--- src/rtl/snn_pkg.sv ---
// Shared constants and types for the spiking network datapath.
//   SR_DEPTH    : synapse rows addressed by a presynaptic spike index
//   NR_DEPTH    : neuron rows
//   IDX_W       : spike index width derived from SR_DEPTH
//   spike_idx_t : one presynaptic spike index
package snn_pkg;

  localparam int unsigned SR_DEPTH = 16384;
  localparam int unsigned NR_DEPTH = 1024;

  // Address width for a table of 'depth' rows, never below one bit
  function automatic int unsigned idx_width(input int unsigned depth);
    return (depth > 1) ? $clog2(depth) : 1;
  endfunction

  localparam int unsigned IDX_W = idx_width(SR_DEPTH);

  typedef logic [IDX_W-1:0] spike_idx_t;

endpackage

--- src/rtl/spike_fifo.sv ---
// Synchronous FIFO for spike indices with registered full/empty flags.
//   clk, reset : clock, asynchronous active-high reset
//   push/wdata : write wdata at tail (ignored while full)
//   pop        : advance head (ignored while empty)
//   head       : current head entry, combinational from read pointer
//   full/empty : registered occupancy flags
//   level      : occupancy 0..DEPTH
module spike_fifo #(
  parameter int unsigned WIDTH = 14,
  parameter int unsigned DEPTH = 8,
  localparam int unsigned ADDR_W = $clog2(DEPTH),
  localparam int unsigned LVL_W  = ADDR_W + 1
) (
  input  logic              clk,
  input  logic              reset,
  input  logic              push,
  input  logic [WIDTH-1:0]  wdata,
  input  logic              pop,
  output logic [WIDTH-1:0]  head,
  output logic              full,
  output logic              empty,
  output logic [LVL_W-1:0]  level
);

  logic [WIDTH-1:0]  mem [DEPTH];
  logic [ADDR_W-1:0] rd_ptr;
  logic [ADDR_W-1:0] wr_ptr;
  logic              do_push;
  logic              do_pop;
  logic [LVL_W-1:0]  level_nxt;

  assign do_push = push && !full;
  assign do_pop  = pop && !empty;

  // Next occupancy; a simultaneous push and pop leaves it unchanged
  always_comb begin
    level_nxt = level;
    case ({do_push, do_pop})
      2'b10:   level_nxt = level + LVL_W'(1);
      2'b01:   level_nxt = level - LVL_W'(1);
      default: level_nxt = level;
    endcase
  end

  // Pointers wrap naturally at the power-of-two depth
  always_ff @(posedge clk or posedge reset) begin
    if (reset) begin
      rd_ptr <= '0;
      wr_ptr <= '0;
      level  <= '0;
      full   <= 1'b0;
      empty  <= 1'b1;
    end else begin
      if (do_push) wr_ptr <= wr_ptr + ADDR_W'(1);
      if (do_pop)  rd_ptr <= rd_ptr + ADDR_W'(1);
      level <= level_nxt;
      full  <= (level_nxt == LVL_W'(DEPTH));
      empty <= (level_nxt == '0);
    end
  end

  // Storage is intentionally not reset
  always_ff @(posedge clk) begin
    if (do_push) mem[wr_ptr] <= wdata;
  end

  assign head = mem[rd_ptr];

endmodule

--- src/rtl/spike_input_arbiter.sv ---
// Round-robin arbiter sharing the controller's single spike input port
// among N_REQ spike sources, buffered through a spike FIFO.
//   clk, reset        : clock, asynchronous active-high reset
//   req_valid/index   : per-requester spike request, index i at [i*IDX_W +: IDX_W]
//   req_ready         : one-hot grant (combinational)
//   input_occurred    : FIFO non-empty, to controller
//   input_index       : FIFO head, to controller
//   input_ack         : controller consumed the head
//   fifo_level        : FIFO occupancy
//   spike_count       : spikes popped, saturating
//   ack_err           : sticky, ack seen while FIFO empty
module spike_input_arbiter
  import snn_pkg::*;
#(
  parameter int unsigned N_REQ      = 4,
  parameter int unsigned SR_DEPTH   = snn_pkg::SR_DEPTH,
  parameter int unsigned FIFO_DEPTH = 8,
  parameter int unsigned CNT_W      = 16,
  localparam int unsigned IDX_W     = idx_width(SR_DEPTH),
  localparam int unsigned LVL_W     = $clog2(FIFO_DEPTH) + 1
) (
  input  logic                   clk,
  input  logic                   reset,
  input  logic [N_REQ-1:0]       req_valid,
  input  logic [N_REQ*IDX_W-1:0] req_index,
  output logic [N_REQ-1:0]       req_ready,
  output logic                   input_occurred,
  output logic [IDX_W-1:0]       input_index,
  input  logic                   input_ack,
  output logic [LVL_W-1:0]       fifo_level,
  output logic [CNT_W-1:0]       spike_count,
  output logic                   ack_err
);

  localparam int unsigned RR_W = (N_REQ > 1) ? $clog2(N_REQ) : 1;

  logic [RR_W-1:0]  rr_ptr;
  logic [RR_W-1:0]  grant_ptr;
  logic [RR_W-1:0]  scan_ptr;
  logic [RR_W:0]    scan_sum;
  logic             found;
  logic             transfer;
  logic             pop;
  logic             fifo_full;
  logic             fifo_empty;
  logic [IDX_W-1:0] req_idx_arr [N_REQ];

  // Unpack the flat request index bus
  for (genvar g = 0; g < N_REQ; g++) begin : g_unpack
    assign req_idx_arr[g] = req_index[g*IDX_W +: IDX_W];
  end

  // Scan from rr_ptr upward modulo N_REQ; first valid requester wins.
  // Uses only the registered full flag so grants never depend on input_ack.
  always_comb begin
    req_ready = '0;
    grant_ptr = '0;
    found     = 1'b0;
    scan_sum  = '0;
    scan_ptr  = '0;
    if (!fifo_full) begin
      for (int k = 0; k < N_REQ; k++) begin
        scan_sum = {1'b0, rr_ptr} + (RR_W+1)'(k);
        if (scan_sum >= (RR_W+1)'(N_REQ)) scan_sum = scan_sum - (RR_W+1)'(N_REQ);
        scan_ptr = scan_sum[RR_W-1:0];
        if (!found && req_valid[scan_ptr]) begin
          found               = 1'b1;
          grant_ptr           = scan_ptr;
          req_ready[scan_ptr] = 1'b1;
        end
      end
    end
  end

  assign transfer = found;
  assign pop      = input_ack && !fifo_empty;

  spike_fifo #(
    .WIDTH (IDX_W),
    .DEPTH (FIFO_DEPTH)
  ) u_fifo (
    .clk   (clk),
    .reset (reset),
    .push  (transfer),
    .wdata (req_idx_arr[grant_ptr]),
    .pop   (pop),
    .head  (input_index),
    .full  (fifo_full),
    .empty (fifo_empty),
    .level (fifo_level)
  );

  assign input_occurred = !fifo_empty;

  // Round-robin pointer, delivered-spike counter and ack error flag
  always_ff @(posedge clk or posedge reset) begin
    if (reset) begin
      rr_ptr      <= '0;
      spike_count <= '0;
      ack_err     <= 1'b0;
    end else begin
      if (transfer) begin
        rr_ptr <= (grant_ptr == RR_W'(N_REQ - 1)) ? '0 : grant_ptr + RR_W'(1);
      end
      if (pop && (spike_count != '1)) spike_count <= spike_count + CNT_W'(1);
      if (input_ack && fifo_empty) ack_err <= 1'b1;
    end
  end

endmodule

--- config.mk ---
export PLATFORM = sky130hd
export DESIGN_NAME = spike_input_arbiter
export DESIGN_NICKNAME = d
export VERILOG_FILES = /design/src/rtl/snn_pkg.sv /design/src/rtl/spike_fifo.sv /design/src/rtl/spike_input_arbiter.sv
export SDC_FILE = /design/constraint.sdc
export NUM_CORES = 1
export LEC_CHECK = 0
export ABC_AREA = 1
export CAP_MARGIN = 20
export CORE_UTILIZATION = 53
export CTS_BUF_LIST = sky130_fd_sc_hd__clkbuf_4
export DETAILED_ROUTE_END_ITERATION = 12
export PLACE_DENSITY = 0.78
export SLEW_MARGIN = 15
export SYNTH_ARGS = -nofsm -noshare
export SYNTH_HDL_FRONTEND = slang
export SYNTH_SLANG_ARGS = --single-unit
--- constraint.sdc ---
create_clock -name clk -period 3.4 [get_ports clk]
set_input_delay 0.34 -clock clk [delete_from_list [all_inputs] [get_ports clk]]
set_output_delay 0.34 -clock clk [all_outputs]
set_load 0.05 [all_outputs]
==> summary.md <==
| Metric | Value |
|---|---|
| Outcome | `finished clean` |
| Main combinational cell family by area after synthesis | `simple AND/OR/NAND/NOR gates` |
| P&R area growth vs syn | `20.62%` |
| Worst reg2reg startpoint | `rr_ptr[1]` |
| Final nets | `951` |
| Reg2reg path depth | `17` |
| Reg2Reg Setup Slack | `0.33 ns` |
| Fmax | `319.8 MHz` |
| Top cells by area, synth | `edfxtp_1 (47%), dfrtp_1 (10%), nor2_1 (6.5%)` |
| Critical Path AT | `2.79 ns` |
| CTS tree | `built` |
| Crit start category | `register` |
| Slowest cell delay on critical path | `0.56 ns` |
| Xor-xnor portion of the synthesized cell area | `2.678%` |
| Tcrit/Tclk final | `91.96%` |
| Via count | `5735` |
| Critical Path Start | `rr_ptr[1]` |
| Post-layout min period | `3.127 ns` |
| Grt ovf | `0` |
| GPL Wtd Cong | `0.9372` |
| Setup TNS | `0 ns` |
| Normalized max-slew margin | `32.37%` |
| Initial antenna violation count | `1` |
| Max_cap viols | `0` |
| R2R Path End | `u_fifo.full` |
| Die W | `118.5 um` |
| Synth Area in Compound Gates | `8.120%` |
| CP endpoint kind | `primary output` |
| First-pass GRT wire length | `27120 um` |
| Post-synth top area share | `46.74%` |
| Vias per cell | `5.395` |
| Critical path cell sequence | `inv_2 > ha_1 > inv_1 > nand2_2 > nand2_4 > nor2_8 > nand3b_4 > o211ai_1 > nand2_1 > inv_1 > clkbuf_2` |
| Crit path top cell by count | `inv_1` |
| RSZ-0062 raised after global routing | `no` |
| Post-Syn Area | `7196 um^2` |
| Total Routing Usage GR | `24.91%` |
| EDFF count, synth | `112` |
| YS warnings | `0` |
| Post-synthesis mux area share | `0%` |
| Starting density of the core | `54.34%` |
| Fin util | `65.54%` |
| Residual DRC | `0` |
| Clk Latency, worst-skew pair | `0.54 ns` |
| Crit path buf inv count | `4` |
| Ys flop type | `edfxtp_1` |
| Port bufs | `102` |
| Ports | `103` |
| Area share of fa/ha/maj cells after synthesis | `2.434%` |
| Clock net sink count | `143` |
| Synthesized netlist cell count | `768` |
| Num CTS Buffers | `17` |
| Fin. max-slew vios | `0` |
| Async S/R FF share, synth | `21.68%` |
| Htree depth | `4` |
| Clk_skew | `0.01387 ns` |
| Average routed wire per standard cell | `15.56 um` |
| Family with the most delay on the worst path | `buffers and inverters` |
| CP max stage cell | `dfrtp_1` |
| Largest area contributor in the netlist | `edfxtp_1` |
| DR pass1 iterations | `7` |
| CP Max Fanout | `9` |
| Rows | `42` |
| DRT iter0 DRCs | `507` |
| Critical path class | `reg -> out` |
| Via count of the first global-routing pass | `5719` |
| Final ANT Viol Nets | `0` |
| CTS Hold Bufs | `0` |
| Worst-path clk slew | `0.12 ns` |
| Mean Syn Cell Area | `9.369 um^2` |
| Total die area | `14050 um^2` |
| Flops & latches, synth | `143` |
| Largest net degree at the start of global routing | `58` |
| Worst Path Required | `3.06 ns` |
| Synth cell types | `37` |
| Seq/Total Area, Yosys | `57.54%` |
| Layout cells sized above 1 | `10.16%` |
| Finish-stage setup viols | `0` |
| Overall routed net length | `16550 um` |
| Hold Path Class | `in -> async` |
| Core Area | `13240 um^2` |
| Clock Path Buffers | `2` |
| Final HPWL DP | `11330 um` |
| Clk root buf | `clkbuf_4` |
| Die span in y | `118.5 um` |
| Fin. Hold Viols | `0` |
| Worst Tran Pin Value | `1.013 ns` |
| Simple-gate share of the synthesized area | `21.09%` |
| Post-synthesis net count | `845` |
| CP Depth | `11` |
==> layer usage <==
metal | share of wire, % | vias to the layer above | global-route usage, %
met3 | 7.3 | 22 | 5.454
met5 | 0 | - | 0
met1 | 42 | 2714 | 31.63
li1 | - | 2759 | -
met2 | 49 | 240 | 41.45
met4 | 1.5 | 0 | 10.05
==> placed cells by master (no fill, tap or decap), types with 9 or more instances in the layout <==
cell	instances
clkbuf_4	17
clkdlybuf4s50_1	84
nand3_1	76
inv_1	98
o22ai_1	14
xor2_1	18
ha_1	14
nand2_2	9
buf_4	33
o21ai_0	64
nor2_1	124
nand2_1	118
dfrtp_1	29
a31oi_1	14
edfxtp_1	112
==> registers in the layout, indices dropped and copies added, names as in the netlist, 2 cells and up <==
| register | count |
|---|---|
| u_fifo.rd_ptr | 3 |
| u_fifo.wr_ptr | 3 |
| u_fifo.level | 4 |
| spike_count | 16 |
| u_fifo.mem | 112 |
| rr_ptr | 2 |
==> logic make-up (layout without fill, tap and decap cells) <==
| group | Yosys count | in the layout |
|---|---|---|
| other | 0 | 1 |
| and+or+nand+nor | 347 | 347 |
| xor gates and xnor gates | 22 | 22 |
| AOI/OAI and AO/OA | 104 | 104 |
| DFF | 143 | 143 |
| adders and majority gates | 14 | 14 |
| buffers and inverters | 138 | 256 |
==> worst max-delay path by stage <==
stage	endpoint	slack [ns]
final	req_ready[2]	0.27
after floorplan	u_fifo.mem[5][0]	0.67
after detailed placement	req_ready[2]	0.28
after global placement	req_ready[2]	0.40
after global routing	req_ready[0]	0.07
after CTS	req_ready[0]	0.003
==> repair_timing <==
| item | CTS | global route |
|---|---|---|
| setup buffers | 0 | 0 |
| gates resized for setup | 6 | 7 |
| setup endpoints to repair | 4 | 4 |
| hold endpoints to repair | 0 | 0 |
==> stage by stage <==
step	setup WS (ns)	hold slack [ns]	std cells	instance area, um^2
global route	0.07382	0.2072	1063	8680
global placement	0.3996	0.4421	1031	8371
detailed placement	0.2836	0.4504	1031	8371
finish	0.2732	0.1710	1063	8680
floorplan	0.6679	0.4428	768	7196
CTS	0.002981	0.1357	1062	8693
==> synthesized netlist by cell type, types with 2 or more instances <==
| library cell | n |
|---|---|
| a21oi_1 | 3 |
| a22oi_1 | 3 |
| a31oi_1 | 14 |
| buf_2 | 5 |
| buf_4 | 3 |
| buf_6 | 6 |
| clkbuf_1 | 21 |
| dfrtp_1 | 30 |
| edfxtp_1 | 112 |
| ha_1 | 14 |
| inv_1 | 98 |
| inv_2 | 4 |
| nand2_1 | 118 |
| nand2_2 | 9 |
| nand2_4 | 3 |
| nand3_1 | 76 |
| nand3_2 | 2 |
| nand3b_1 | 2 |
| nand4_1 | 3 |
| nor2_1 | 124 |
| nor3_1 | 5 |
| o211ai_1 | 2 |
| o21ai_0 | 64 |
| o22ai_1 | 14 |
| xnor2_1 | 4 |
| xor2_1 | 18 |
==> area by class of cell <==
cell class,instances,area [um^2]
flip-flops and latches,143,4141
repair buffers,122,1129
multi-input cells,487,2470
fillers,1061,4563
diodes,1,2.502
well taps,176,220.2
clock buffers,17,127.6
clock inverters,14,197.7
inverters,103,391.6
Power is left out: the tool's default activity adds up to more than one toggle a clock period on the data nets, which glitch-free logic cannot reach.
